$ cat src/rtl/alu_operand_stage_if.sv
// alu_operand_stage_if
//   Bundles the ID/EX operand stage bus: pipeline control (stall/flush),
//   decoded instruction fields, register-file read data, the EX/MEM and
//   MEM/WB write-back taps used for forwarding, and the registered ALU-side
//   outputs.
//   master : upstream decode / hazard logic (drives in_*, mem_*, wb_*, stall,
//            flush; observes the registered outputs)
//   slave  : alu_operand_stage itself
//   Parameters: WIDTH (datapath width), AW (register address width).
interface alu_operand_stage_if #(
  parameter int WIDTH = 32,
  parameter int AW    = 5
);
  logic             stall;
  logic             flush;
  logic             in_valid;
  logic [AW-1:0]    in_rs_addr;
  logic [AW-1:0]    in_rt_addr;
  logic [WIDTH-1:0] in_rs_data;
  logic [WIDTH-1:0] in_rt_data;
  logic [15:0]      in_imm16;
  logic [4:0]       in_shamt;
  logic             in_alusrc_a;
  logic             in_alusrc_b;
  logic             in_ext_op;
  logic             in_lui;
  logic [5:0]       in_alufun;
  logic             in_sign;
  logic             in_wr_en;
  logic [AW-1:0]    in_wr_addr;
  logic             mem_wr_en;
  logic [AW-1:0]    mem_wr_addr;
  logic [WIDTH-1:0] mem_wr_data;
  logic             wb_wr_en;
  logic [AW-1:0]    wb_wr_addr;
  logic [WIDTH-1:0] wb_wr_data;
  logic             out_valid;
  logic [WIDTH-1:0] A;
  logic [WIDTH-1:0] B;
  logic [5:0]       ALUFun;
  logic             Sign;
  logic             out_wr_en;
  logic [AW-1:0]    out_wr_addr;

  modport master (
    output stall, flush, in_valid, in_rs_addr, in_rt_addr, in_rs_data,
           in_rt_data, in_imm16, in_shamt, in_alusrc_a, in_alusrc_b,
           in_ext_op, in_lui, in_alufun, in_sign, in_wr_en, in_wr_addr,
           mem_wr_en, mem_wr_addr, mem_wr_data, wb_wr_en, wb_wr_addr,
           wb_wr_data,
    input  out_valid, A, B, ALUFun, Sign, out_wr_en, out_wr_addr
  );

  modport slave (
    input  stall, flush, in_valid, in_rs_addr, in_rt_addr, in_rs_data,
           in_rt_data, in_imm16, in_shamt, in_alusrc_a, in_alusrc_b,
           in_ext_op, in_lui, in_alufun, in_sign, in_wr_en, in_wr_addr,
           mem_wr_en, mem_wr_addr, mem_wr_data, wb_wr_en, wb_wr_addr,
           wb_wr_data,
    output out_valid, A, B, ALUFun, Sign, out_wr_en, out_wr_addr
  );
endinterface

$ cat src/rtl/alu_operand_stage.sv
// alu_operand_stage
//   ID/EX register stage in front of the ALU. Selects operand A (rs or
//   zero-extended shamt) and operand B (rt, zero/sign-extended imm16, or
//   LUI-shifted imm16), optionally forwards rs/rt from EX/MEM and MEM/WB,
//   and registers A, B, ALUFun, Sign plus the write-back tag.
//   Edge priority: reset > flush > stall > capture. in_valid=0 captures a
//   bubble identical to a flush.
// Ports:
//   clk   : rising-edge clock
//   reset : synchronous, active-high reset
//   bus   : alu_operand_stage_if.slave (control, decode fields, forwarding
//           taps, registered outputs)
// Build option:
//   ALU_OPERAND_FWD_EN - when defined, rs/rt operands are forwarded from the
//   EX/MEM (higher priority) and MEM/WB write ports; register 0 is never
//   forwarded. When undefined, the mem_*/wb_* inputs are ignored.
module alu_operand_stage #(
  parameter int WIDTH = 32,
  parameter int AW    = 5
) (
  input logic            clk,
  input logic            reset,
  alu_operand_stage_if.slave bus
);

  logic             valid_q,   valid_d;
  logic [WIDTH-1:0] a_q,       a_d;
  logic [WIDTH-1:0] b_q,       b_d;
  logic [5:0]       alufun_q,  alufun_d;
  logic             sign_q,    sign_d;
  logic             wr_en_q,   wr_en_d;
  logic [AW-1:0]    wr_addr_q, wr_addr_d;

  logic [WIDTH-1:0] rs_val;
  logic [WIDTH-1:0] rt_val;
  logic [WIDTH-1:0] imm_ext;
  logic [WIDTH-1:0] op_a;
  logic [WIDTH-1:0] op_b;

`ifdef ALU_OPERAND_FWD_EN
  // EX/MEM holds the younger result, so it is checked before MEM/WB.
  always_comb begin
    rs_val = bus.in_rs_data;
    if (bus.in_rs_addr != '0) begin
      if (bus.mem_wr_en && (bus.mem_wr_addr == bus.in_rs_addr))
        rs_val = bus.mem_wr_data;
      else if (bus.wb_wr_en && (bus.wb_wr_addr == bus.in_rs_addr))
        rs_val = bus.wb_wr_data;
    end
  end

  always_comb begin
    rt_val = bus.in_rt_data;
    if (bus.in_rt_addr != '0) begin
      if (bus.mem_wr_en && (bus.mem_wr_addr == bus.in_rt_addr))
        rt_val = bus.mem_wr_data;
      else if (bus.wb_wr_en && (bus.wb_wr_addr == bus.in_rt_addr))
        rt_val = bus.wb_wr_data;
    end
  end
`else
  assign rs_val = bus.in_rs_data;
  assign rt_val = bus.in_rt_data;

  // Forwarding taps and register numbers are unused in this build.
  logic unused_fwd;
  assign unused_fwd = ^{bus.in_rs_addr, bus.in_rt_addr,
                        bus.mem_wr_en, bus.mem_wr_addr, bus.mem_wr_data,
                        bus.wb_wr_en, bus.wb_wr_addr, bus.wb_wr_data};
`endif

  // LUI takes precedence over the extension select.
  always_comb begin
    if (bus.in_lui)
      imm_ext = {bus.in_imm16, {(WIDTH-16){1'b0}}};
    else if (bus.in_ext_op)
      imm_ext = {{(WIDTH-16){bus.in_imm16[15]}}, bus.in_imm16};
    else
      imm_ext = {{(WIDTH-16){1'b0}}, bus.in_imm16};
  end

  assign op_a = bus.in_alusrc_a ? {{(WIDTH-5){1'b0}}, bus.in_shamt} : rs_val;
  assign op_b = bus.in_alusrc_b ? imm_ext : rt_val;

  always_comb begin
    valid_d   = valid_q;
    a_d       = a_q;
    b_d       = b_q;
    alufun_d  = alufun_q;
    sign_d    = sign_q;
    wr_en_d   = wr_en_q;
    wr_addr_d = wr_addr_q;
    if (bus.flush || (!bus.stall && !bus.in_valid)) begin
      // Bubble: ALUFun 000000 is ADD of zeros, harmless downstream.
      valid_d   = 1'b0;
      a_d       = '0;
      b_d       = '0;
      alufun_d  = '0;
      sign_d    = 1'b0;
      wr_en_d   = 1'b0;
      wr_addr_d = '0;
    end else if (!bus.stall) begin
      valid_d   = 1'b1;
      a_d       = op_a;
      b_d       = op_b;
      alufun_d  = bus.in_alufun;
      sign_d    = bus.in_sign;
      wr_en_d   = bus.in_wr_en;
      wr_addr_d = bus.in_wr_addr;
    end
  end

  always_ff @(posedge clk) begin
    if (reset) begin
      valid_q   <= 1'b0;
      a_q       <= '0;
      b_q       <= '0;
      alufun_q  <= '0;
      sign_q    <= 1'b0;
      wr_en_q   <= 1'b0;
      wr_addr_q <= '0;
    end else begin
      valid_q   <= valid_d;
      a_q       <= a_d;
      b_q       <= b_d;
      alufun_q  <= alufun_d;
      sign_q    <= sign_d;
      wr_en_q   <= wr_en_d;
      wr_addr_q <= wr_addr_d;
    end
  end

  assign bus.out_valid   = valid_q;
  assign bus.A           = a_q;
  assign bus.B           = b_q;
  assign bus.ALUFun      = alufun_q;
  assign bus.Sign        = sign_q;
  assign bus.out_wr_en   = wr_en_q;
  assign bus.out_wr_addr = wr_addr_q;

endmodule

$ cat src/flat_wrapper.sv
// flat-port wrapper written by rule: the top's interface ports become plain ports
module alu_operand_stage_flat 
#(
  parameter int WIDTH = 32,
  parameter int AW    = 5
)
  (clk, reset, bus_stall, bus_flush, bus_in_valid, bus_in_rs_addr, bus_in_rt_addr, bus_in_rs_data, bus_in_rt_data, bus_in_imm16, bus_in_shamt, bus_in_alusrc_a, bus_in_alusrc_b, bus_in_ext_op, bus_in_lui, bus_in_alufun, bus_in_sign, bus_in_wr_en, bus_in_wr_addr, bus_mem_wr_en, bus_mem_wr_addr, bus_mem_wr_data, bus_wb_wr_en, bus_wb_wr_addr, bus_wb_wr_data, bus_out_valid, bus_A, bus_B, bus_ALUFun, bus_Sign, bus_out_wr_en, bus_out_wr_addr);
  alu_operand_stage_if #(.WIDTH(WIDTH), .AW(AW)) bus_i ();
  input logic clk;
  input logic reset;
  input wire logic [$bits(bus_i.stall)-1:0] bus_stall;
  input wire logic [$bits(bus_i.flush)-1:0] bus_flush;
  input wire logic [$bits(bus_i.in_valid)-1:0] bus_in_valid;
  input wire logic [$bits(bus_i.in_rs_addr)-1:0] bus_in_rs_addr;
  input wire logic [$bits(bus_i.in_rt_addr)-1:0] bus_in_rt_addr;
  input wire logic [$bits(bus_i.in_rs_data)-1:0] bus_in_rs_data;
  input wire logic [$bits(bus_i.in_rt_data)-1:0] bus_in_rt_data;
  input wire logic [$bits(bus_i.in_imm16)-1:0] bus_in_imm16;
  input wire logic [$bits(bus_i.in_shamt)-1:0] bus_in_shamt;
  input wire logic [$bits(bus_i.in_alusrc_a)-1:0] bus_in_alusrc_a;
  input wire logic [$bits(bus_i.in_alusrc_b)-1:0] bus_in_alusrc_b;
  input wire logic [$bits(bus_i.in_ext_op)-1:0] bus_in_ext_op;
  input wire logic [$bits(bus_i.in_lui)-1:0] bus_in_lui;
  input wire logic [$bits(bus_i.in_alufun)-1:0] bus_in_alufun;
  input wire logic [$bits(bus_i.in_sign)-1:0] bus_in_sign;
  input wire logic [$bits(bus_i.in_wr_en)-1:0] bus_in_wr_en;
  input wire logic [$bits(bus_i.in_wr_addr)-1:0] bus_in_wr_addr;
  input wire logic [$bits(bus_i.mem_wr_en)-1:0] bus_mem_wr_en;
  input wire logic [$bits(bus_i.mem_wr_addr)-1:0] bus_mem_wr_addr;
  input wire logic [$bits(bus_i.mem_wr_data)-1:0] bus_mem_wr_data;
  input wire logic [$bits(bus_i.wb_wr_en)-1:0] bus_wb_wr_en;
  input wire logic [$bits(bus_i.wb_wr_addr)-1:0] bus_wb_wr_addr;
  input wire logic [$bits(bus_i.wb_wr_data)-1:0] bus_wb_wr_data;
  output wire logic [$bits(bus_i.out_valid)-1:0] bus_out_valid;
  output wire logic [$bits(bus_i.A)-1:0] bus_A;
  output wire logic [$bits(bus_i.B)-1:0] bus_B;
  output wire logic [$bits(bus_i.ALUFun)-1:0] bus_ALUFun;
  output wire logic [$bits(bus_i.Sign)-1:0] bus_Sign;
  output wire logic [$bits(bus_i.out_wr_en)-1:0] bus_out_wr_en;
  output wire logic [$bits(bus_i.out_wr_addr)-1:0] bus_out_wr_addr;
  assign bus_i.stall = bus_stall;
  assign bus_i.flush = bus_flush;
  assign bus_i.in_valid = bus_in_valid;
  assign bus_i.in_rs_addr = bus_in_rs_addr;
  assign bus_i.in_rt_addr = bus_in_rt_addr;
  assign bus_i.in_rs_data = bus_in_rs_data;
  assign bus_i.in_rt_data = bus_in_rt_data;
  assign bus_i.in_imm16 = bus_in_imm16;
  assign bus_i.in_shamt = bus_in_shamt;
  assign bus_i.in_alusrc_a = bus_in_alusrc_a;
  assign bus_i.in_alusrc_b = bus_in_alusrc_b;
  assign bus_i.in_ext_op = bus_in_ext_op;
  assign bus_i.in_lui = bus_in_lui;
  assign bus_i.in_alufun = bus_in_alufun;
  assign bus_i.in_sign = bus_in_sign;
  assign bus_i.in_wr_en = bus_in_wr_en;
  assign bus_i.in_wr_addr = bus_in_wr_addr;
  assign bus_i.mem_wr_en = bus_mem_wr_en;
  assign bus_i.mem_wr_addr = bus_mem_wr_addr;
  assign bus_i.mem_wr_data = bus_mem_wr_data;
  assign bus_i.wb_wr_en = bus_wb_wr_en;
  assign bus_i.wb_wr_addr = bus_wb_wr_addr;
  assign bus_i.wb_wr_data = bus_wb_wr_data;
  assign bus_out_valid = bus_i.out_valid;
  assign bus_A = bus_i.A;
  assign bus_B = bus_i.B;
  assign bus_ALUFun = bus_i.ALUFun;
  assign bus_Sign = bus_i.Sign;
  assign bus_out_wr_en = bus_i.out_wr_en;
  assign bus_out_wr_addr = bus_i.out_wr_addr;
  alu_operand_stage #(.WIDTH(WIDTH), .AW(AW)) u_core (.clk(clk), .reset(reset), .bus(bus_i));
endmodule
$ cat config.mk
export PLATFORM = sky130hd
export DESIGN_NAME = alu_operand_stage_flat
export DESIGN_NICKNAME = d
export VERILOG_FILES = /design/src/rtl/alu_operand_stage_if.sv /design/src/rtl/alu_operand_stage.sv /design/src/flat_wrapper.sv
export SDC_FILE = /design/constraint.sdc
export NUM_CORES = 1
export LEC_CHECK = 0
export CORE_MARGIN = 5
export CORE_UTILIZATION = 33
export DETAILED_ROUTE_END_ITERATION = 6
export HOLD_SLACK_MARGIN = 0.05
export PLACE_DENSITY = 0.85
export REMOVE_ABC_BUFFERS = 1
export SLEW_MARGIN = 5
export SYNTH_ARGS = -nofsm -noshare
export SYNTH_HDL_FRONTEND = slang
export SYNTH_SLANG_ARGS = --single-unit
$ cat constraint.sdc
create_clock -name clk -period 2.2 [get_ports clk]
set_clock_uncertainty 0.1 [all_clocks]
set_input_delay 0.44 -clock clk [delete_from_list [all_inputs] [get_ports clk]]
set_output_delay 0.44 -clock clk [all_outputs]
set_load 0.01 [all_outputs]
==> summary.md, run 1 <==
The flow ran to the end, and the final reports show no timing, DRC or antenna violations. Buffers placed on the I/O ports in this run total 184. The relative slew slack is 0.312, and the placeable core area is 8810 µm². Adding up every negative setup slack in the final design gives 0 ns.

The die width was 105 µm. The pin count of the biggest net entering global routing came out at 35. The xor/xnor cell area share of the yosys netlist was 0; the TritonCTS buffer count was 9. Setup repair after global routing left no endpoint under its margin.

The areal power density over the cells was 588 nW/µm². The sequential fraction of the synthesis area is 0.520, and the simple-gate share of the synthesized area is 0.141. The final critical delay including setup and external delays was 1.90 ns; the via count of the first global-routing pass was 3387. The initial antenna violation count came out at 0. The tools report the static power due to leakage as 0.00183 µW.

TritonCTS built the clock tree. The mean cell area of the mapped netlist works out to 9.45 µm². The logs give 318 for the number of instances in the synthesized netlist and 526 MHz for the maximum clock frequency. For the worst hold slack across all endpoints, the log shows 0.362 ns. The count of final hold-check violations is 0, and the distinct cell type count of the synthesized netlist is 26.

The setup check on the worst reg-to-reg path leaves a slack of 1.12 ns. The count of H-tree levels built during CTS came out at 3. Across the run, the number of max-cap violations was 0. The setup path with the least slack is of type in2reg. Compared with the post-synthesis result, the final layout area differs by 69.1%. The share of synthesized cell area in full adder, half adder and majority cells works out to 0. The logs give 0 for the final setup violation count and 0 for the final routed DRC violation total. Leading cell type in the layout, fill and taps excluded: sky130_fd_sc_hd__clkdlybuf4s50_1.

For the antenna cell count, the log shows 0. Routability-driven placement finished with a final weighted congestion of 0.830. The average via count per standard cell is 5.22.

The run gives 16600 µm as the global-route wire length before repair. By area, the combinational part of the netlist is dominated by compound AO/OA/AOI/OAI gates. Clock-pin slew was measured on the worst setup and hold paths at 0.09 ns. The actual transition at the worst max-transition pin was 1.03 ns; the total via count after detailed routing was 3183. The worst supply voltage drop on vdd was 0.000374 V. The total overflow left after global routing is 0. The fraction of the cycle the final worst path needs came out at 0.863. At the later pin of the worst-skew pair, clock insertion delay measures 0.34 ns. Wires add up to 10600 µm.

The number of nets at the end of the flow came out at 690. The longest clock path from root to sink contains 2 buffers. STA classifies the critical path endpoint as a flip-flop. During I/O placement, the number of pins put on the boundary was 271. In this run, post-CTS hold repair placed 0 buffers.

The complex-gate fraction of the synthesized area is 0.209. In the layout the commonest cells are sky130_fd_sc_hd__clkdlybuf4s50_1 (183), sky130_fd_sc_hd__dfxtp_1 (78), sky130_fd_sc_hd__nor2_1 (58), sky130_fd_sc_hd__a22oi_1 (26), sky130_fd_sc_hd__nand2_1 (25). The fraction of final layout cells with drive strength greater than 1 came out at 0.0817.

In this run the most critical hold path is launched from u_core.bus.A[3]. The mux share of post-synthesis cell area was 0.0621. The tools report the sort of element at the start of the critical path as a primary input. The tools report the number of DRC violations after detailed-routing iteration 0 as 151.

The cell at the root of the clock tree was sky130_fd_sc_hd__clkbuf_8. STA puts the critical path data required time at 2.35 ns. The cell depth of the worst hold path was 2; the total of warnings raised by yosys was 0. The tools report the placement row count as 34.

The HPWL after detailed placement is 7980 µm. The synthesized netlist occupies a cell area of 3000 µm². The starting density of the core is 0.341. The clock net in this run drives a total of 78 sinks.

The die is 105 µm tall. The tools report the terminus of the critical flop-to-flop path as u_core.bus.B[30]. Data on the critical path arrives at its endpoint at 2.05 ns.

The design draws 2990 µW. The class of the most critical hold timing path is reg2reg. Counting cells, the worst reg-to-reg path comes to 2.

End point of the worst hold path: u_core.bus.A[3]. Along the worst path, the maximum fanout reaches 16. The die covers 11100 µm². After detailed routing, the average wire length per cell comes to 17.5 µm. The tools report the reg-to-reg startpoint as u_core.bus.B[30]. The run gives 0.185 as the total global-route track usage. The detailed-routing iteration count for the pre-antenna-repair pass was 4; the post-route antenna net violation count was 0. The final count of pins violating max slew is 0, and the total of flip-flops plus latches after synthesis is 78.

The number of inserted filler cells in the final layout came out at 775.
routing by layer:
| metal | part of all wire | global-route usage | vias up |
|---|---|---|---|
| met5 | 0 | 0 | - |
| met3 | 0.094 | 0.0648 | 16 |
| li1 | - | - | 1494 |
| met4 | 0.017 | 0.0712 | 0 |
| met1 | 0.39 | 0.203 | 1515 |
| met2 | 0.50 | 0.326 | 158 |
state kept, by name, indices dropped and copies added, names as in the netlist:
signal / flops
u_core.bus.B: 32
u_core.bus.A: 32
u_core.bus.out_valid: 1
u_core.bus.ALUFun: 6
u_core.bus.out_wr_addr: 5
u_core.bus.out_wr_en: 1
u_core.bus.Sign: 1
Yosys cell counts, drive strengths merged:
library cell / count / area, µm²
dfxtp: 78 / 1560
nor2: 59 / 224
a22oi: 26 / 195
buf: 25 / 168
nand2: 25 / 93.8
a221oi: 17 / 149
nor3: 17 / 85.1
a211oi: 14 / 105
o22ai: 14 / 87.6
mux2i: 13 / 130
a21oi: 8 / 40.0
clkbuf: 5 / 18.8
mux2: 5 / 56.3
inv: 4 / 15.0
a2111oi: 1 / 8.76
a311oi: 1 / 26.3
clkinv: 1 / 3.75
nor2b: 1 / 6.26
nor3b: 1 / 7.51
o211ai: 1 / 7.51
o21ai: 1 / 8.76
or2: 1 / 6.26
worst max path at each step:
stage | cells after the start | end | start | slack, ns
CTS | 6 | u_core.bus.B[30] | bus_in_lui | 0.30
global route | 4 | u_core.bus.B[14] | bus_in_alusrc_b | 0.19
floorplan | 2 | u_core.bus.B[30] | bus_stall | -0.26
finish | 4 | u_core.bus.B[14] | bus_in_alusrc_b | 0.30
global placement | 4 | u_core.bus.B[12] | bus_in_alusrc_b | -0.34
detailed placement | 4 | u_core.bus.B[14] | bus_in_alusrc_b | -0.42
repair_timing:
item	4_1_cts	5_1_grt
buffers inserted	0	0
hold endpoints to repair	0	0
resized for setup	1	0
setup endpoints to repair	3	0
cell type report:
cell class              count  area [µm²]  share of cell area
clock buffers              11         141              0.0278
inverters                   5        18.8             0.00369
flip-flops and latches     78        1560               0.307
repair buffers            198        1940               0.382
multi-input cells         205        1250               0.246
clock inverters             5        35.0             0.00689
well taps                 108         135              0.0266
cell families after synthesis:
logic type,count (synthesis)
AOI/OAI and AO/OA,83
buffers and inverters,35
DFF,78
muxes,18
and+or+nand+nor,104
power by group:
group | switching [µW] | internal (µW)
registers | 20.3 | 1450
clock network | 540 | 439
logic | 218 | 317
total | 779 | 2210
metrics by stage:
step / setup slack (ns) / instance area (µm²) / utilization / std cells
5_1_grt: 0.194 / 5080 / 0.577 / 610
6_report: 0.300 / 5080 / 0.577 / 610
4_1_cts: 0.304 / 5080 / 0.577 / 610
3_5_place_dp: -0.415 / 4900 / 0.557 / 594
2_1_floorplan: -0.258 / 2820 / - / 288
3_3_place_gp: -0.340 / 4900 / 0.557 / 594
critical path, cell delays in order:
cell,delay [ns]
sky130_fd_sc_hd__clkdlybuf4s50_1,0.47
sky130_fd_sc_hd__nor2b_2,0.66
sky130_fd_sc_hd__a221oi_1,0.21
sky130_fd_sc_hd__nor3_1,0.27
No activity file was read; power rests on OpenSTA's default activity.
==> run 2, diff against run 1 <==
Settings changed: CORE_UTILIZATION 33 to 28, CTS_BUF_LIST set to sky130_fd_sc_hd__clkbuf_8 sky130_fd_sc_hd__clkbuf_16, PLACE_DENSITY 0.85 to 0.77.
Clock period 2.2 ns to 1.5 ns, I/O delays scaled along.
==> summary.md, run 2 (synthesis gave the netlist of run 1 again) <==
The fraction of final layout cells with drive strength greater than 1 was 0.107 (+0.0249). The count of final hold-check violations is 0 (unchanged), and the area added between synthesis and finish is 75.5%. The tools report the starting density of the core as 0.288 (-0.0527).

Critical setup path kind: in2reg. The static power due to leakage is 0.00233 µW (+27%). Tracing the worst setup path back leads to its startpoint at bus_in_alusrc_b. In this run the most critical hold path is launched from u_core.bus.out_valid. The tools report the via count of the first global-routing pass as 3436 (+1.4%).

Clock tree synthesis selected as its root buffer the cell sky130_fd_sc_hd__clkbuf_8. In the layout the commonest cells are sky130_fd_sc_hd__clkdlybuf4s50_1 (104), sky130_fd_sc_hd__dlygate4sd2_1 (78), sky130_fd_sc_hd__dfxtp_1 (78), sky130_fd_sc_hd__nor2_1 (58), sky130_fd_sc_hd__a22oi_1 (26). TritonCTS built the clock tree. The class of the most critical hold timing path was reg2reg.

The tools report the count of H-tree levels built during CTS as 3 (unchanged). The fraction of the cycle the final worst path needs is 0.955, and the actual transition at the worst max-transition pin is 0.604 ns (-0.428 ns). The final routed DRC violation total is 0 (unchanged). The areal power density over the cells is 865 nW/µm² (+47%), and the TritonCTS buffer count is 9 (unchanged). The number of DRC violations after detailed-routing iteration 0 is 221 (+46%).

The average wire per standard cell was 16.7 µm (-4.2%). The average via count per standard cell was 4.94 (-5.3%). The run gives 0 (unchanged) as the antenna cell count. The tools report the worst supply voltage drop on vdd as 0.000500 V (+34%).

The tools report the reg-to-reg startpoint as u_core.bus.B[30]. The tools report the final count of pins violating max slew as 0 (unchanged). The initial antenna violation count is 0 (unchanged), and the port buffer count is 184 (unchanged). The number of nets at the end of the flow came out at 704 (+2.0%). The total die area was 12900 µm² (+16%); the pin count of the biggest net entering global routing was 31 (-11%). Maximum clock frequency: 698 MHz. The worst-case clock buffer depth is 2 (unchanged), and the routability congestion estimate from global placement is 0.826 (-0.49%).

Total global-route track usage: 0.165 (-0.0193). The logs give 4 (unchanged) for the detailed-routing iteration count for the pre-antenna-repair pass and 4560 µW (+53%) for the power consumption. The placement row count is 37 (+8.8%), and the number of buffers inserted by post-CTS setup repair is 0 (unchanged). The sum of negative setup slack was 0 ns (unchanged). The final setup violation count is 0 (unchanged), and the total via count after detailed routing is 3223 (+1.3%).

The post-cts hold buffer count is 0 (unchanged). Die width: 114 µm (+7.8%). Setup repair after global routing left no endpoint under its margin. The global-route congestion overflow total was 0 (unchanged). The clock edge transition at the registers on the reported setup and hold paths was 0.08 ns (about the same); the die extent in y was 114 µm (+7.8%).

The logs give 1027 (+33%) for the number of inserted filler cells in the final layout and 0 (unchanged) for the count of maximum capacitance violations. The biggest fanout along the worst timing path is 4 (-12), and the aggregate routed wire length is 10900 µm (+2.4%). Arrival time reported for the critical path endpoint: 1.56 ns (-0.49 ns).

The post-DP HPWL is 8210 µm (+2.9%). Leaving out fill and tap cells, the most frequent cell in the layout is sky130_fd_sc_hd__clkdlybuf4s50_1. The worst path needs 1.43 ns of the cycle, external delays included. For the placeable core area, the log shows 10400 µm² (+18%).

The worst setup path is launched from a primary input. The number of placed I/O pins is 271 (unchanged), and the global-route wire length before repair is 17100 µm (+2.6%). The kind of capture point of the worst setup path was a flip-flop. The logs give 0.33 ns (about the same) for the insertion delay to the later sink of the worst-skew pair and 78 (unchanged) for the sink count of the clock tree. The relative slew slack came out at 0.597 (+0.285).

The run gives 1.62 ns (-0.73 ns) as the required time of the worst setup path. The flow ran to the end, and the final reports show no timing, DRC or antenna violations. The tools report the post-route antenna net violation count as 0 (unchanged).
==> run 2: area by class of cell <==
type | instances | area, µm² | share of cell area
multi-input combinational | 205 | 1250 | 0.237
inverter | 5 | 18.8 | 0.00356
clock inverter | 6 | 61.3 | 0.0116
clock buffer | 10 | 138 | 0.0261
tap | 136 | 170 | 0.0323
timing repair buffer | 212 | 2070 | 0.393
sequential | 78 | 1560 | 0.296
==> run 2: what timing repair did <==
action                                  CTS  global route
gates resized for setup                  79             5
endpoints found under the hold margin     0             0
pin swaps                                 0             1
cloned                                    0             1
endpoints found under the setup margin  104            12
==> run 2: metal layers <==
layer	routed length, µm	up-vias	GRT usage
li1	-	1529	-
met1	4380	1496	0.188
met2	5200	179	0.284
met3	1130	19	0.0552
met4	197	0	0.0657
met5	0	-	0
==> run 2: stage by stage <==
stage,hold slack (ns),setup WS [ns],util,area (µm²),instances
3_5_place_dp,0.343,-0.529,0.494,5150,635
2_1_floorplan,0.292,-0.818,-,2820,288
5_1_grt,0.378,0.00258,0.506,5270,652
3_3_place_gp,0.336,-0.425,0.494,5150,635
6_report,0.349,0.0672,0.506,5270,652
4_1_cts,0.353,0.0402,0.504,5250,651
==> run 2: path summary, 6_finish.rpt <==
path / endpoint / slack [ns] / cells after the start
worst min-delay path: u_core.bus.out_valid / 0.35 / 2
worst min register to register: u_core.bus.out_valid / 0.35 / 2
worst max register to register: u_core.bus.B[30] / 0.59 / 2
worst max-delay path: u_core.bus.B[30] / 0.07 / 5
==> run 2: worst max-delay path, cell delays in order <==
cell and delay (ns):
sky130_fd_sc_hd__clkdlybuf4s50_1 0.56, sky130_fd_sc_hd__inv_2 0.10, sky130_fd_sc_hd__a311oi_4 0.32, sky130_fd_sc_hd__buf_4 0.19
sky130_fd_sc_hd__a2111oi_0 0.08
==> run 2: power breakdown <==
| part | switching [µW] | internal, µW |
|---|---|---|
| Combinational | 335 | 482 |
| Sequential | 27.8 | 2130 |
| Clock | 780 | 809 |
==> run 3, diff against run 2 <==
Settings changed: CORE_MARGIN 5 to unset, CTS_BUF_LIST sky130_fd_sc_hd__clkbuf_8 sky130_fd_sc_hd__clkbuf_16 to unset.
==> summary.md, run 3 (synthesis gave the netlist of run 1 again) <==
The average via count per standard cell is 4.90 (-0.87%). The run gives 5120 µm² (-0.58%) as the post-placement cell area. The placement row count came out at 37 (unchanged). The relative slew slack is 0.760 (+0.163). Maximum clock frequency: 695 MHz (-0.36%). For the insertion delay to the later sink of the worst-skew pair, the log shows 0.34 ns (about the same). Worst path setup slack after routing: 0.0620 ns (-0.00518 ns).

The fraction of final layout cells with drive strength greater than 1 came out at 0.105 (-0.00173). Clock edge transition at the registers on the reported setup and hold paths: 0.08 ns (about the same). Die width: 106 µm (-7.0%).

The via count of the first global-routing pass is 3239 (-5.7%), and the starting density of the core is 0.290 (+0.00129). The antenna cell count is 0 (unchanged), and the total met2 wirelength after detailed routing is 5010 µm (-3.7%). The fraction of the cycle the final worst path needs works out to 0.959 (+0.00345). The final instance area came out at 5220 µm² (-1.1%). The total global-route track usage was 0.182 (+0.0172).

The tools report the detailed-routing wirelength on met1 as 3960 µm (-9.5%). The library cell used most frequently in the layout, excluding fill and tap cells, is sky130_fd_sc_hd__clkdlybuf4s50_1. Setup repair after global routing left no endpoint under its margin.

The sort of element at the start of the critical path is a primary input. The final setup violation count is 0 (unchanged). The cell depth of the worst hold path is 2 (unchanged), and the placeable core area is 10400 µm² (-0.44%).

Arrival time reported for the critical path endpoint: 1.56 ns (about the same). Biggest fanout along the worst timing path: 5 (+1). The met3 wire length is 909 µm (-19%). The top layer reached by signal wires is met4. The sink count of the clock tree is 78 (unchanged), and the final non-filler cell total is 651 (-0.15%).

The count of maximum capacitance violations is 0 (unchanged), and the total via count after detailed routing is 3190 (-1.0%). For the placed instance count, the log shows 636 (+0.16%). Power consumption: 4500 µW (-1.3%). Compared with the post-synthesis result, the final layout area differs by 73.6%. The tools report the total die area as 11100 µm² (-14%). The number of buffers inserted by post-CTS setup repair came out at 0 (unchanged). The routability congestion estimate from global placement is 0.809 (-2.0%). For the TritonCTS buffer count, the log shows 9 (unchanged). The logs give 985 (-4.1%) for the number of inserted filler cells in the final layout and 3 (unchanged) for the count of H-tree levels built during CTS. The die extent in y was 106 µm (-7.0%). The worst supply voltage drop on vdd is 0.000504 V (+0.85%), and the post-route antenna net violation count is 0 (unchanged). TritonCTS built the clock tree. The cell count of the worst reg-to-reg path came out at 2 (unchanged). The min-delay analysis places its worst path in the category reg2reg. In the layout the commonest cells are sky130_fd_sc_hd__clkdlybuf4s50_1 (105), sky130_fd_sc_hd__dlygate4sd2_1 (78), sky130_fd_sc_hd__dfxtp_1 (78), sky130_fd_sc_hd__nor2_1 (58), sky130_fd_sc_hd__a22oi_1 (26). The global-route wire length before repair came out at 16000 µm (-6.1%). The run gives 0 (unchanged) as the count of final hold-check violations. For the core occupancy in the finished layout, the log shows 0.503 (-0.00317). The number of DRC violations after detailed-routing iteration 0 is 130 (-41%). The number of nets at the end of the flow was 704 (unchanged); the final critical delay including setup and external delays was 1.44 ns (+0.00518 ns). Required time of the worst setup path: 1.62 ns (about the same). The areal power density over the cells is 863 nW/µm² (-0.21%), and the aggregate routed wire length is 10100 µm (-7.6%). The actual transition at the worst max-transition pin came out at 0.351 ns (-0.252 ns).

The critical setup path kind is in2reg. The tree is rooted in a sky130_fd_sc_hd__clkbuf_8. The worst slack at placement was -0.352 ns (+0.177 ns).

The logs give 0.00230 µW (-1.4%) for the static power due to leakage and 0 (unchanged) for the initial antenna violation count. The run gives 7310 µm (-11%) as the post-DP HPWL. The worst-case clock buffer depth was 2 (unchanged); the average wire per standard cell was 15.5 µm (-7.4%).

For the worst setup slack for register-to-register paths, the log shows 0.56 ns (-0.03 ns). The global-route congestion overflow total was 0 (unchanged); the number of placed I/O pins was 271 (unchanged). The worst setup path is captured at a flip-flop. The tools report the detailed-routing iteration count for the pre-antenna-repair pass as 4 (unchanged).

The port buffer count was 184 (unchanged). The final routed DRC violation total is 0 (unchanged). The pin count of the biggest net entering global routing was 44 (+42%).

The flow ran to the end, and the final reports show no timing, DRC or antenna violations. The tools report the final count of pins violating max slew as 0 (unchanged).
## run 3: cell count changes in the layout (fill, tap and decap cells not counted), sizes merged
cell / previous run / this run
clkbuf: 10 / 11
dlymetal6s2s: 1 / 0
clkdlybuf4s50: 104 / 105
clkinv: 5 / 3
## run 3: routing by layer
metal | vias up | GRT usage
li1 | 1527 | -
met1 | 1513 | 0.199
met2 | 137 | 0.328
met3 | 13 | 0.0519
met4 | 0 | 0.0784
met5 | - | 0
## run 3: worst paths after layout
| kind | start | to |
|---|---|---|
| worst min-delay path | u_core.bus.A[3] | u_core.bus.A[3] |
| worst max-delay path | bus_in_alusrc_b | u_core.bus.B[3] |
| worst min register to register | u_core.bus.A[3] | u_core.bus.A[3] |
| worst max register to register | u_core.bus.B[30] | u_core.bus.B[30] |
## run 3: report_power, final
group	internal, µW	switching [µW]	total [µW]
clock	801	752	1550
combinational	471	323	794
sequential	2130	27.6	2150
total	3400	1100	4500
## run 3: timing repair
action,4_1_cts,5_1_grt
endpoints found under the hold margin,0,0
endpoints found under the setup margin,78,9
gates cloned,0,0
hold buffers,0,0
gates resized for setup,78,2
## run 3: stage by stage
| step | hold WS [ns] | setup TNS [ns] |
|---|---|---|
| CTS | 0.363 | 0 |
| floorplan | 0.292 | -55.18 |
| finish | 0.358 | 0 |
| detailed placement | 0.353 | -12.28 |
| global route | 0.385 | 0 |
| global placement | 0.343 | -10.28 |
## run 3: layout make-up
cell class / instances / area (µm²) / share of cell area
flip-flops and latches: 78 / 1560 / 0.299
multi-input cells: 205 / 1250 / 0.239
well taps: 136 / 170 / 0.0326
repair buffers: 212 / 2030 / 0.389
clock inverters: 4 / 47.5 / 0.00912
clock buffers: 11 / 141 / 0.0271
inverters: 5 / 18.8 / 0.00360
## run 3: worst max-delay path, stage by stage
cell	delay [ns]
sky130_fd_sc_hd__clkdlybuf4s50_1	0.47
sky130_fd_sc_hd__nor2b_2	0.21
sky130_fd_sc_hd__buf_4	0.16
sky130_fd_sc_hd__a221oi_1	0.32
sky130_fd_sc_hd__nor3_1	0.09
